`config.mk`:
```
export PLATFORM = sky130hd
export DESIGN_NAME = prog_freq_divider
export DESIGN_NICKNAME = d
export VERILOG_FILES = /design/src/rtl/prog_freq_divider_pkg.sv /design/src/rtl/prog_freq_divider.sv
export SDC_FILE = /design/constraint.sdc
export NUM_CORES = 1
export LEC_CHECK = 0
export CELL_PAD_IN_SITES_DETAIL_PLACEMENT = 1
export CELL_PAD_IN_SITES_GLOBAL_PLACEMENT = 1
export CORE_MARGIN = 1.5
export CORE_UTILIZATION = 39
export DETAILED_ROUTE_END_ITERATION = 10
export PLACE_DENSITY = 0.78
export SLEW_MARGIN = 20
export SYNTH_ARGS = -nofsm -noshare
export SYNTH_HDL_FRONTEND = slang
export SYNTH_SLANG_ARGS = --single-unit
```
`constraint.sdc`:
```
create_clock -name clk -period 2.2 [get_ports clk]
set_input_delay 0.55 -clock clk [delete_from_list [all_inputs] [get_ports clk]]
set_output_delay 0.55 -clock clk [all_outputs]
set_load 0.01 [all_outputs]
```
`src/rtl/prog_freq_divider_pkg.sv`:
```
// Shared constants for the programmable frequency divider.
// Output-mode encodings are kept here so other blocks decode them the same way.
package prog_freq_divider_pkg;

  typedef enum logic {
    MODE_TOGGLE = 1'b0,
    MODE_PULSE  = 1'b1
  } mode_e;

endpackage

```
`src/rtl/prog_freq_divider.sv`:
```
// Programmable divider: counts 0..div_r, pulses tick on wrap, and drives q as a
// square wave (toggle mode) or as a copy of tick (pulse mode).
module prog_freq_divider
  import prog_freq_divider_pkg::*;
#(
  parameter int unsigned WIDTH    = 8,
  parameter int unsigned INIT_DIV = 1
) (
  input  logic             clk,
  input  logic             reset,
  input  logic             en,
  input  logic             mode,
  input  logic             div_load,
  input  logic [WIDTH-1:0] div_val,
  output logic             q,
  output logic             q_bar,
  output logic             tick,
  output logic [WIDTH-1:0] count
);

  localparam logic [WIDTH-1:0] INIT_DIV_W = WIDTH'(INIT_DIV);

  mode_e            mode_sel;
  logic [WIDTH-1:0] cnt,   cnt_nx;
  logic [WIDTH-1:0] div_r, div_r_nx;
  logic [WIDTH-1:0] div_p, div_p_nx;
  logic             pend,  pend_nx;
  logic             q_r,   q_nx;
  logic             tick_r, tick_nx;
  logic             wrap;

  assign mode_sel = mode_e'(mode);

  // >= rather than == so a divide value lowered below a held count still wraps.
  assign wrap = en && (cnt >= div_r);

  always_comb begin
    cnt_nx   = cnt;
    div_r_nx = div_r;
    div_p_nx = div_p;
    pend_nx  = pend;
    q_nx     = q_r;
    tick_nx  = 1'b0;

    if (en) begin
      if (wrap) begin
        cnt_nx  = '0;
        tick_nx = 1'b1;
      end else begin
        cnt_nx  = cnt + 1'b1;
      end
    end

    unique case (mode_sel)
      MODE_TOGGLE: q_nx = q_r ^ wrap;
      MODE_PULSE:  q_nx = wrap;
      default:     q_nx = q_r;
    endcase

    // A direct write wins whenever no period is in flight (idle or on the wrap
    // edge itself); otherwise the request is parked until the period ends.
    if (div_load) begin
      if (!en || wrap) begin
        div_r_nx = div_val;
        pend_nx  = 1'b0;
      end else begin
        div_p_nx = div_val;
        pend_nx  = 1'b1;
      end
    end else if (wrap && pend) begin
      div_r_nx = div_p;
      pend_nx  = 1'b0;
    end
  end

  always_ff @(posedge clk) begin
    if (reset) begin
      cnt    <= '0;
      div_r  <= INIT_DIV_W;
      div_p  <= '0;
      pend   <= 1'b0;
      q_r    <= 1'b0;
      tick_r <= 1'b0;
    end else begin
      cnt    <= cnt_nx;
      div_r  <= div_r_nx;
      div_p  <= div_p_nx;
      pend   <= pend_nx;
      q_r    <= q_nx;
      tick_r <= tick_nx;
    end
  end

  assign q     = q_r;
  assign q_bar = ~q_r;
  assign tick  = tick_r;
  assign count = cnt;

endmodule

```
==> impl_metrics.json, run 1 <==
{
  "synth-async-reset-ratio_pct": 0,
  "io_buffers": 23,
  "seq_area_um2": 540.5,
  "p_per_area_nw_per_um2": 629.9,
  "ys_ff_latch": 27,
  "rrSetupSlack_ns": 0.09,
  "cts_sinks": 27,
  "cts_root_buffer": "clkbuf_4",
  "core-area_um2": 3416,
  "r2r_end": "div_p[2]",
  "cts_resized": 0,
  "crit_arrival_ns": 2.34,
  "drtPass1Iterations": 2,
  "worst_setup_path_end_kind": "flop",
  "cts.htree.levels": 1,
  "drv_cap": 0,
  "setup_viol_count_final": 0,
  "numCtsBuffers": 3,
  "leakagePower_nw": 0.6899,
  "swShare_pct": 31.21,
  "grt_max_degree": 18,
  "status": "finished clean",
  "routed_via_density": 5.242,
  "reg2reg_depth": 7,
  "syn_to_final_growth_pct": 23.45,
  "cts_tree": "yes",
  "postCtsSetupBuffers": 0,
  "cts.path.max_buffers": 2,
  "clk_latency_ns": 0.34,
  "placed_area_um2": 1719,
  "fin_area_um2": 1745,
  "fp-row-count": 21,
  "fin_ws_ns": 0.09383,
  "io_pins": 24,
  "overflow": 0,
  "yosysTopAreaCell": "dfxtp_1",
  "min_delay_worst_endpoint": "div_p[1]",
  "r2r_start": "count[0]",
  "wl_per_cell_um": 14.64,
  "pwr-share-seq_pct": 49.9,
  "first_global_vias": 1257,
  "yosysWarnings": 0,
  "layout_commonest_cell": "dfxtp_1",
  "multi_input_area_um2": 785.8,
  "yosysSeqAreaShare_pct": 38.23,
  "hold_path.class": "flop to flop",
  "critPathLaunchType": "flop",
  "synth_ff_type": "dfxtp_1",
  "fmax_mhz": 474.8,
  "ant_nets": 0,
  "drive_gt1_share_pct": 9.945,
  "grt_pass1_wl_um": 5789,
  "synth_area_leaders": "dfxtp_1 (38%), mux2i_1 (11%), ha_1 (8.0%), a21oi_1 (5.0%), a311oi_1 (4.3%)",
  "synth_top_area_share_pct": 38.23,
  "initial_core_util_pct": 41.39,
  "synth_edf_count": 0,
  "vdd_drop_max_mv": 0.2706,
  "place.gp.congestion": 0.7642,
  "min_period_ns": 2.106,
  "syn_area_um2": 1414,
  "syn_inst": 154,
  "fillers": 407,
  "synth_cell_types": 36,
  "tightest_slew_ns": 0.5915,
  "min-delay-start": "div_p[1]",
  "cp_max_fo": 8,
  "p_int_w": 0.0007563,
  "final_cell_mix": "dfxtp_1 (27), clkdlybuf4s50_1 (23), nor2_1 (16), mux2i_1 (15), a21oi_1 (14)",
  "vias": 1190,
  "cp.required_ns": 2.43,
  "path_clk_slew_ns": 0.13,
  "crit_type": "flop to flop",
  "rsz0062_at_grt": "yes",
  "drtIter0Drc": 67,
  "syn_nets": 176,
  "fp.dieH_um": 63.21,
  "fin_nets": 204,
  "skew_ns": 0.02167,
  "power_switching_w": 0.0003431,
  "final_hold_viol_count": 0,
  "p_comb_share_pct": 29.7,
  "p_clk_share_pct": 20.4,
  "die_w_um": 63.21,
  "wl_um": 3324,
  "die_area_um2": 3996,
  "whs_path_depth": 2,
  "cts.hold.buffers_added": 0,
  "syn_avg_cell_area_um2": 9.181,
  "pre_cts_ws_ns": 0.08464,
  "finalCritPeriodShare_pct": 95.73,
  "gr-usage-all-layers_pct": 18.30,
  "slew_headroom_pct": 60.45,
  "antenna_found_initial": 0,
  "maxSlewViolCount": 0,
  "hpwl_um": 2650,
  "antenna_cells": 0,
  "drc": 0
}
-- worst max-delay path, stage by stage (launching register included) --
cell and delay, ns:
dfxtp_1 0.36, inv_1 0.06, ha_1 0.28, nand2b_4 0.15, a2111oi_4 0.50, o211ai_2 0.34
mux2i_1 0.25, nor2_1 0.06
-- cells in the mapped netlist, types with 2 or more instances --
master    count
o21a_1        2
inv_1        11
mux2i_1      15
nor3_1        5
a31oi_1       2
a311oi_1      7
a21oi_1      14
clkbuf_1      4
ha_1          9
nor2b_1       3
nand3_1       5
nand2_1       8
xnor2_1       2
o21ai_0       4
dfxtp_1      27
nor2_1       16
-- stage by stage --
stage	setup TNS [ns]	utilization (%)	instances	power, W	hold slack [ns]
2_1_floorplan	0	-	154	0.0007884	0.4553
3_3_place_gp	0	50.33	223	0.0008706	0.4695
3_5_place_dp	0	50.33	223	0.0008901	0.4939
4_1_cts	0	51.10	227	0.001115	0.5280
5_1_grt	-0.06115	51.10	227	0.001166	0.5627
6_report	0	51.10	227	0.001099	0.5189
-- kinds of logic after synthesis --
logic type                 synth area share, %
muxes                                    11.42
xor gates and xnor gates                 1.859
and+or+nand+nor                          14.16
adders and majority gates                7.965
DFF                                      38.23
buffers and inverters                    6.194
AOI/OAI and AO/OA                        20.18
-- metal layers --
| layer | up-vias | wire, um | share of wire [%] | track usage (%) |
|---|---|---|---|---|
| met2 | 25 | 1742 | 52 | 33.51 |
| met5 | - | 0 | 0 | 0 |
| met3 | 9 | 105 | 3.2 | 3.036 |
| met4 | 0 | 91 | 2.7 | 8.967 |
| met1 | 554 | 1384 | 42 | 20.35 |
| li1 | 602 | - | - | - |
-- power by group through the flow --
stage / Sequential, W / Clock [W] / Combinational [W]
floorplan: 0.000562 / 0 / 0.000227
global placement: 0.000558 / 0 / 0.000312
detailed placement: 0.000560 / 0 / 0.000330
CTS: 0.000550 / 0.000234 / 0.000332
global route: 0.000554 / 0.000253 / 0.000359
finish: 0.000549 / 0.000224 / 0.000327
-- worst max-delay path by stage --
stage                        start  endpoint  slack, ns  cells after the start
after global routing      count[0]  div_p[2]      -0.03                      7
after floorplan           count[0]  div_p[0]       0.15                      7
after detailed placement  count[0]  div_p[2]       0.08                      7
after global placement    count[0]  div_p[6]       0.16                      7
after CTS                 count[0]  div_p[2]       0.06                      7
final                     count[0]  div_p[2]       0.09                      7
-- sequential cells by signal, indices dropped and copies added, names as in the netlist --
register	flops
count	8
div_p	8
div_r	8
pend	1
q	1
tick	1
-- layout make-up --
| cell class | count | area share [%] |
|---|---|---|
| inverter | 12 | 2.581 |
| multi-input combinational | 107 | 45.02 |
| sequential | 27 | 30.97 |
| timing repair buffer | 31 | 16.63 |
| clock buffer | 4 | 1.505 |
| tap | 46 | 3.297 |
Power figures use the tool's default switching activity.
==> run 2, diff against run 1 <==
--- a/config.mk
+++ b/config.mk
@@ -11,7 +11,7 @@
 export CORE_UTILIZATION = 39
 export DETAILED_ROUTE_END_ITERATION = 10
 export PLACE_DENSITY = 0.78
-export SLEW_MARGIN = 20
+export SLEW_MARGIN = 10
 export SYNTH_ARGS = -nofsm -noshare
 export SYNTH_HDL_FRONTEND = slang
 export SYNTH_SLANG_ARGS = --single-unit
==> results of run 2 <==
Same layout as run 1: the final DEF is identical, and so are final timing and power.
==> run 3, diff against run 2 <==
--- a/config.mk
+++ b/config.mk
@@ -5,13 +5,13 @@
 export SDC_FILE = /design/constraint.sdc
 export NUM_CORES = 1
 export LEC_CHECK = 0
+export CAP_MARGIN = 20
 export CELL_PAD_IN_SITES_DETAIL_PLACEMENT = 1
 export CELL_PAD_IN_SITES_GLOBAL_PLACEMENT = 1
 export CORE_MARGIN = 1.5
 export CORE_UTILIZATION = 39
 export DETAILED_ROUTE_END_ITERATION = 10
 export PLACE_DENSITY = 0.78
-export SLEW_MARGIN = 10
 export SYNTH_ARGS = -nofsm -noshare
 export SYNTH_HDL_FRONTEND = slang
 export SYNTH_SLANG_ARGS = --single-unit
==> results of run 3 <==
Same layout as run 1: the final DEF is identical, and so are final timing and power.
